--- config.mk ---
export PLATFORM = sky130hd
export DESIGN_NAME = store_rmw_flat
export DESIGN_NICKNAME = d
export VERILOG_FILES = /design/src/rtl/store_rmw_pkg.sv /design/src/rtl/store_rmw_if.sv /design/src/rtl/store_lane_merge.sv /design/src/rtl/store_rmw.sv /design/src/flat_wrapper.sv
export SDC_FILE = /design/constraint.sdc
export NUM_CORES = 1
export LEC_CHECK = 0
export BUFFER_PORTS_ARGS = -buffer_cell sky130_fd_sc_hd__buf_2
export CAP_MARGIN = 20
export CORE_UTILIZATION = 55
export DETAILED_ROUTE_END_ITERATION = 8
export GPL_TIMING_DRIVEN = 0
export PLACE_DENSITY = 0.85
export SYNTH_ARGS = -nofsm -noshare
export SYNTH_HDL_FRONTEND = slang
export SYNTH_SLANG_ARGS = --single-unit
--- constraint.sdc ---
create_clock -name clk -period 7 [get_ports clk]
set_input_delay 1.05 -clock clk [delete_from_list [all_inputs] [get_ports clk]]
set_output_delay 1.05 -clock clk [all_outputs]
set_load 0.01 [all_outputs]
--- src/rtl/store_rmw_pkg.sv ---
// Shared datapath definitions for the store unit: access sizes and the alignment rule.
package store_rmw_pkg;

    localparam int DATA_W = 32;

    typedef enum logic [1:0] {
        SIZE_B = 2'd0,
        SIZE_H = 2'd1,
        SIZE_W = 2'd2
    } mem_size_e;

    function automatic logic is_misaligned(input mem_size_e size, input logic [1:0] lo);
        case (size)
            SIZE_H:  is_misaligned = lo[0];
            SIZE_W:  is_misaligned = (lo != 2'b00);
            default: is_misaligned = 1'b0;
        endcase
    endfunction

endpackage

--- src/rtl/store_rmw_if.sv ---
// Request and memory-side bundle of the store unit; mem_be exists only with CONFIG_STORE_BYTE_STROBE_EN.
interface store_rmw_if;
    import store_rmw_pkg::*;

    logic              req_valid;
    logic              req_ready;
    logic [DATA_W-1:0] req_addr;
    logic [DATA_W-1:0] req_wdata;
    mem_size_e         req_size;
    logic              done;
    logic              err;
    logic [DATA_W-1:0] mem_addr;
    logic              mem_re;
    logic [DATA_W-1:0] mem_rd_data;
    logic              mem_we;
    logic [DATA_W-1:0] mem_wd_data;
`ifdef CONFIG_STORE_BYTE_STROBE_EN
    logic [3:0]        mem_be;
`endif

    modport master (
`ifdef CONFIG_STORE_BYTE_STROBE_EN
        input  mem_be,
`endif
        output req_valid, req_addr, req_wdata, req_size, mem_rd_data,
        input  req_ready, done, err, mem_addr, mem_re, mem_we, mem_wd_data
    );

    modport slave (
`ifdef CONFIG_STORE_BYTE_STROBE_EN
        output mem_be,
`endif
        input  req_valid, req_addr, req_wdata, req_size, mem_rd_data,
        output req_ready, done, err, mem_addr, mem_re, mem_we, mem_wd_data
    );

endinterface

--- src/rtl/store_lane_merge.sv ---
// Lane logic for sub-word stores: merge into the read word, or (CONFIG_STORE_BYTE_STROBE_EN)
// replicate the data across lanes and produce a byte strobe.
module store_lane_merge
    import store_rmw_pkg::*;
(
    input  mem_size_e         size,
    input  logic [1:0]        lane,
    input  logic [DATA_W-1:0] wdata,
    output logic [DATA_W-1:0] wd_data,
`ifdef CONFIG_STORE_BYTE_STROBE_EN
    output logic [3:0]        be
`else
    input  logic [DATA_W-1:0] rdata
`endif
);

`ifdef CONFIG_STORE_BYTE_STROBE_EN
    always_comb begin
        wd_data = wdata;
        be      = 4'b1111;
        case (size)
            SIZE_B: begin
                wd_data = {4{wdata[7:0]}};
                be      = 4'b0001 << lane;
            end
            SIZE_H: begin
                wd_data = {2{wdata[15:0]}};
                be      = lane[1] ? 4'b1100 : 4'b0011;
            end
            default: ;
        endcase
    end
`else
    always_comb begin
        wd_data = rdata;
        case (size)
            SIZE_B: wd_data[8*lane +: 8] = wdata[7:0];
            SIZE_H: begin
                if (lane[1]) wd_data[31:16] = wdata[15:0];
                else         wd_data[15:0]  = wdata[15:0];
            end
            default: wd_data = wdata;
        endcase
    end
`endif

endmodule

--- src/rtl/store_rmw.sv ---
// Store unit: word stores write directly, sub-word stores read-modify-write the containing word.
// CONFIG_STORE_BYTE_STROBE_EN replaces the read phase with a byte-enable write.
module store_rmw
    import store_rmw_pkg::*;
(
    input  logic     clk,
    input  logic     rst,
    store_rmw_if.slave bus
);

    typedef enum logic [2:0] {
        IDLE = 3'd0,
        RD   = 3'd1,
        WAIT = 3'd2,
        WR   = 3'd3,
        ERR  = 3'd4
    } state_e;

    state_e            state;
    state_e            state_nxt;
    logic              accept;
    logic [DATA_W-1:0] addr_q;
    logic [DATA_W-1:0] wdata_q;
    mem_size_e         size_q;
    logic [DATA_W-1:0] merged;
`ifdef CONFIG_STORE_BYTE_STROBE_EN
    logic [3:0]        be;
`else
    logic [DATA_W-1:0] rdata_q;
`endif

    assign accept = bus.req_valid && (state == IDLE);

    always_ff @(posedge clk or negedge rst) begin
        if (!rst) state <= IDLE;
        else      state <= state_nxt;
    end

    always_comb begin
        state_nxt = state;
        case (state)
            IDLE: begin
                if (accept) begin
                    if (is_misaligned(bus.req_size, bus.req_addr[1:0]))
                        state_nxt = ERR;
`ifdef CONFIG_STORE_BYTE_STROBE_EN
                    else
                        state_nxt = WR;
`else
                    else if (bus.req_size == SIZE_W)
                        state_nxt = WR;
                    else
                        state_nxt = RD;
`endif
                end
            end
            RD:      state_nxt = WAIT;
            WAIT:    state_nxt = WR;
            WR:      state_nxt = IDLE;
            ERR:     state_nxt = IDLE;
            default: state_nxt = IDLE;
        endcase
    end

    // Request fields are held from acceptance until the next acceptance, keeping mem_addr stable.
    always_ff @(posedge clk or negedge rst) begin
        if (!rst) begin
            addr_q  <= '0;
            wdata_q <= '0;
            size_q  <= SIZE_B;
`ifndef CONFIG_STORE_BYTE_STROBE_EN
            rdata_q <= '0;
`endif
        end else begin
            if (accept) begin
                addr_q  <= bus.req_addr;
                wdata_q <= bus.req_wdata;
                size_q  <= bus.req_size;
            end
`ifndef CONFIG_STORE_BYTE_STROBE_EN
            if (state == WAIT) rdata_q <= bus.mem_rd_data;
`endif
        end
    end

    store_lane_merge u_merge (
        .size    (size_q),
        .lane    (addr_q[1:0]),
        .wdata   (wdata_q),
        .wd_data (merged),
`ifdef CONFIG_STORE_BYTE_STROBE_EN
        .be      (be)
`else
        .rdata   (rdata_q)
`endif
    );

    always_comb begin
        bus.req_ready   = (state == IDLE);
        bus.mem_re      = (state == RD);
        bus.mem_we      = (state == WR);
        bus.done        = (state == WR);
        bus.err         = (state == ERR);
        bus.mem_addr    = {addr_q[31:2], 2'b00};
        bus.mem_wd_data = (state == WR) ? merged : '0;
`ifdef CONFIG_STORE_BYTE_STROBE_EN
        bus.mem_be      = (state == WR) ? be : 4'b0000;
`endif
    end

endmodule

--- src/flat_wrapper.sv ---
// flat-port wrapper written by rule: the top's interface ports become plain ports
module store_rmw_flat import store_rmw_pkg::*;
  (clk, rst, bus_req_valid, bus_req_addr, bus_req_wdata, bus_req_size, bus_mem_rd_data, bus_req_ready, bus_done, bus_err, bus_mem_addr, bus_mem_re, bus_mem_we, bus_mem_wd_data);
  store_rmw_if bus_i ();
  input  logic clk;
  input  logic rst;
  input wire logic [$bits(bus_i.req_valid)-1:0] bus_req_valid;
  input wire logic [$bits(bus_i.req_addr)-1:0] bus_req_addr;
  input wire logic [$bits(bus_i.req_wdata)-1:0] bus_req_wdata;
  input wire logic [$bits(bus_i.req_size)-1:0] bus_req_size;
  input wire logic [$bits(bus_i.mem_rd_data)-1:0] bus_mem_rd_data;
  output wire logic [$bits(bus_i.req_ready)-1:0] bus_req_ready;
  output wire logic [$bits(bus_i.done)-1:0] bus_done;
  output wire logic [$bits(bus_i.err)-1:0] bus_err;
  output wire logic [$bits(bus_i.mem_addr)-1:0] bus_mem_addr;
  output wire logic [$bits(bus_i.mem_re)-1:0] bus_mem_re;
  output wire logic [$bits(bus_i.mem_we)-1:0] bus_mem_we;
  output wire logic [$bits(bus_i.mem_wd_data)-1:0] bus_mem_wd_data;
  assign bus_i.req_valid = bus_req_valid;
  assign bus_i.req_addr = bus_req_addr;
  assign bus_i.req_wdata = bus_req_wdata;
  assign bus_i.req_size = bus_req_size;
  assign bus_i.mem_rd_data = bus_mem_rd_data;
  assign bus_req_ready = bus_i.req_ready;
  assign bus_done = bus_i.done;
  assign bus_err = bus_i.err;
  assign bus_mem_addr = bus_i.mem_addr;
  assign bus_mem_re = bus_i.mem_re;
  assign bus_mem_we = bus_i.mem_we;
  assign bus_mem_wd_data = bus_i.mem_wd_data;
  store_rmw u_core (.clk(clk), .rst(rst), .bus(bus_i));
endmodule
==> flow_metrics.env <==
export IMPL_status="finished, final reports clean"
export IMPL_power_switching_uw=1246
export IMPL_power_frac_clock_pct=13.4
export IMPL_path_max_fanout=12
export IMPL_path_class="reg -> out"
export IMPL_cts_buffers=9
export IMPL_clk_latency_ns=0.37
export IMPL_yosysTopAreaCell="dfrtp_1"
export IMPL_p_int_uw=1844
export IMPL_area_growth_pct=23.67
export IMPL_drv_slew=0
export IMPL_post_dp_hpwl_um=10050
export IMPL_fin_worst_skew_ns=0.01214
export IMPL_ant_nets=0
export IMPL_worstMarginPinSlew_ns=1.120
export IMPL_ir_worst_vdd_mv=0.2036
export IMPL_ys_seq_elements=101
export IMPL_dp_cells=765
export IMPL_core_area_sq_um=9284
export IMPL_synthFlopType="dfrtp_1"
export IMPL_synth_distinct_cells=38
export IMPL_crit_top_cell="buf_2"
export IMPL_synth_area_leaders="dfrtp_1 (48%), mux2_1 (22%), buf_4 (5.2%)"
export IMPL_drtIter0Drc=339
export IMPL_p_comb_share_pct=50.6
export IMPL_hold_viol_final=0
export IMPL_clk_pin_slew_ns=0.09
export IMPL_cts_resized=0
export IMPL_cts_tree="done"
export IMPL_synth_warnings=0
export IMPL_row_count=35
export IMPL_wire_per_inst_um=17.28
export IMPL_die_w_um=100.2
export IMPL_crit_path_end_kind="primary output"
export IMPL_antenna_found_initial=0
export IMPL_drive_gt1_share_pct=36.81
export IMPL_num_fill_cells=696
export IMPL_initial_utilization_pct=57.10
export IMPL_ctsHoldBuffers=0
export IMPL_via_per_inst=5.729
export IMPL_async_reset_ff_share_pct=100.0
export IMPL_vias=4474
export IMPL_netlist_area_sq_um=5301
export IMPL_gp_congestion=0.8843
export IMPL_cp_required_ns=5.95
export IMPL_yosysSeqAreaShare_pct=47.68
export IMPL_die_area_sq_um=10040
export IMPL_drv_cap=0
export IMPL_cp_arrival_ns=3.20
export IMPL_crit_buf_inv=4
export IMPL_root_buffer="clkbuf_8"
export IMPL_cts_sinks=101
export IMPL_cpLargestDelayFamily="simple AND/OR/NAND/NOR gates"
export IMPL_rsz0062_at_grt="no"
export IMPL_syn_inst=467
export IMPL_min_path_type="reg -> reg"
export IMPL_synth_edff_count=0
export IMPL_cts_setup_buffers=0
export IMPL_max_slew_margin_pct=24.73
export IMPL_grt_pass1_vias=4337
export IMPL_cts_max_level=3
export IMPL_p_sw_share_pct=40.32
export IMPL_route_detailed_drc=0
export IMPL_max_freq_mhz=235.5
export IMPL_ios=170
export IMPL_setup_viol=0
export IMPL_num_antenna_cells=0
export IMPL_stdcell_count=781
export IMPL_totalWireLength_um=13500
export IMPL_nNetsFinal=755
export IMPL_period_needed_ns=4.247
export IMPL_path_cells="buf_2 -> inv_2 -> clkbuf_1 -> ha_1 -> or4b_4 -> nor2_2 -> nand2_1 -> a21oi_1 -> buf_2"
export IMPL_synth_top_area_share_pct=47.68
export IMPL_clockBufferDepth=2
export IMPL_port_buffer_count=167
export IMPL_synth_common_cells="mux2_1 (103), dfrtp_1 (101), nand2_1 (39)"
export IMPL_slowest_stage="or4b_4"
export IMPL_power_per_cell_area_nw_per_um2=471.2
export IMPL_fp_dieH_um=100.2
export IMPL_synth_most_common_cell="mux2_1"
export IMPL_syn_avg_cell_area_sq_um=11.35
export IMPL_p_leak_uw=0.003115
export IMPL_p_seq_share_pct=35.9
export IMPL_grt_ovfl_total=0
export IMPL_finalSetupTns_ns=0
export IMPL_grt_total_usage_pct=27.78
export IMPL_min_period_over_period_pct=60.67
export IMPL_firstDrtPassIters=8
export IMPL_startpoint_type="flop"
export IMPL_grt_max_degree=67
export IMPL_max_stage_delay_ns=0.52
export IMPL_grt_pass1_wl_um=20980
[cell usage in the layout (no fill, tap or decap), types with 2 or more instances in the layout]
cell | Yosys | final
inv_2 | 2 | 2
clkbuf_8 | 0 | 10
nor3_1 | 2 | 2
bufinv_16 | 0 | 2
clkbuf_1 | 11 | 12
inv_1 | 12 | 12
buf_4 | 37 | 38
o21ai_1 | 27 | 27
a221oi_1 | 3 | 3
a21oi_1 | 26 | 26
nor4b_1 | 2 | 2
buf_2 | 12 | 178
nor2b_1 | 5 | 5
dfrtp_1 | 101 | 101
conb_1 | 1 | 2
a22oi_1 | 13 | 13
a222oi_1 | 14 | 14
nor2_1 | 6 | 6
nand2_1 | 39 | 39
nor3b_1 | 3 | 3
mux2_1 | 103 | 103
o21ai_0 | 16 | 16
a22o_1 | 9 | 9
ha_1 | 7 | 7
[state kept, by name, summed over array words and instances (netlist names)]
name / cells
u_core.rdata_q: 32
u_core.addr_q: 32
u_core.size_q: 2
u_core.wdata_q: 32
u_core.state: 3
[power groups by stage]
stage	Clock [uW]	Combinational [uW]	Sequential [uW]
2_1_floorplan	0	1120	1020
3_3_place_gp	0	1490	1090
3_5_place_dp	0	1550	1110
4_1_cts	423	1560	1100
5_1_grt	448	1710	1140
6_report	415	1560	1110
[kinds of logic after synthesis]
| group | share of synthesized area (%) |
|---|---|
| other | 0.07074 |
| flip-flops | 47.68 |
| adder cells (fa/ha/maj) | 1.652 |
| AND/OR/NAND/NOR | 6.727 |
| AO/OA/AOI/OAI | 13.59 |
| buffers and inverters | 8.213 |
| multiplexers | 22.07 |
[routing by layer]
layer	GRT usage, %	vias up	part of all wire [%]
li1	-	2027	-
met5	0	-	0
met2	46.26	281	47
met4	15.50	0	2.9
met1	34.73	2132	41
met3	4.318	34	8.4
[worst paths after layout]
| check | start | slack [ns] | cells past startpoint | to |
|---|---|---|---|---|
| setup / recovery | u_core.addr_q[1] | 2.75 | 9 | bus_mem_wd_data[11] |
| hold / removal | u_core.addr_q[14] | 0.49 | 1 | u_core.addr_q[14] |
| setup reg to reg | u_core.state[1] | 4.97 | 7 | u_core.wdata_q[6] |
| hold reg to reg | u_core.addr_q[14] | 0.49 | 1 | u_core.addr_q[14] |
| max in group asynchronous | rst | 5.70 | 2 | u_core.size_q[0] |
| min in group asynchronous | rst | 0.61 | 1 | u_core.addr_q[17] |
[stage by stage]
| step | area (sq um) | setup WS (ns) | hold WS [ns] | util, % | total power (uW) |
|---|---|---|---|---|---|
| 2_1_floorplan | 5305 | 3.679 | 0.4577 | - | 2145 |
| 3_3_place_gp | 6302 | 3.295 | 0.4680 | 67.88 | 2586 |
| 3_5_place_dp | 6332 | 3.199 | 0.4759 | 68.21 | 2668 |
| 4_1_cts | 6556 | 2.780 | 0.4962 | 70.62 | 3085 |
| 5_1_grt | 6556 | 2.570 | 0.5118 | 70.62 | 3297 |
| 6_report | 6556 | 2.753 | 0.4920 | 70.62 | 3089 |
[final cells by class]
cell class	count	area (sq um)	area share (%)
tap	129	161.4	2.462
sequential	101	2527	38.55
clock buffer	11	141.4	2.156
clock inverter	5	82.58	1.260
multi-input combinational	292	2342	35.73
inverter	14	52.55	0.8015
timing repair buffer	168	865.8	13.21
buffer	61	382.9	5.840
[worst reg2reg max path, stage by stage (launching register included)]
cell,delay [ns]
dfrtp_1,0.38
buf_2,0.16
nor3_2,0.24
and2_1,0.16
buf_2,0.17
buf_4,0.22
buf_4,0.25
mux2_1,0.35
Power figures use the tool's default switching activity.
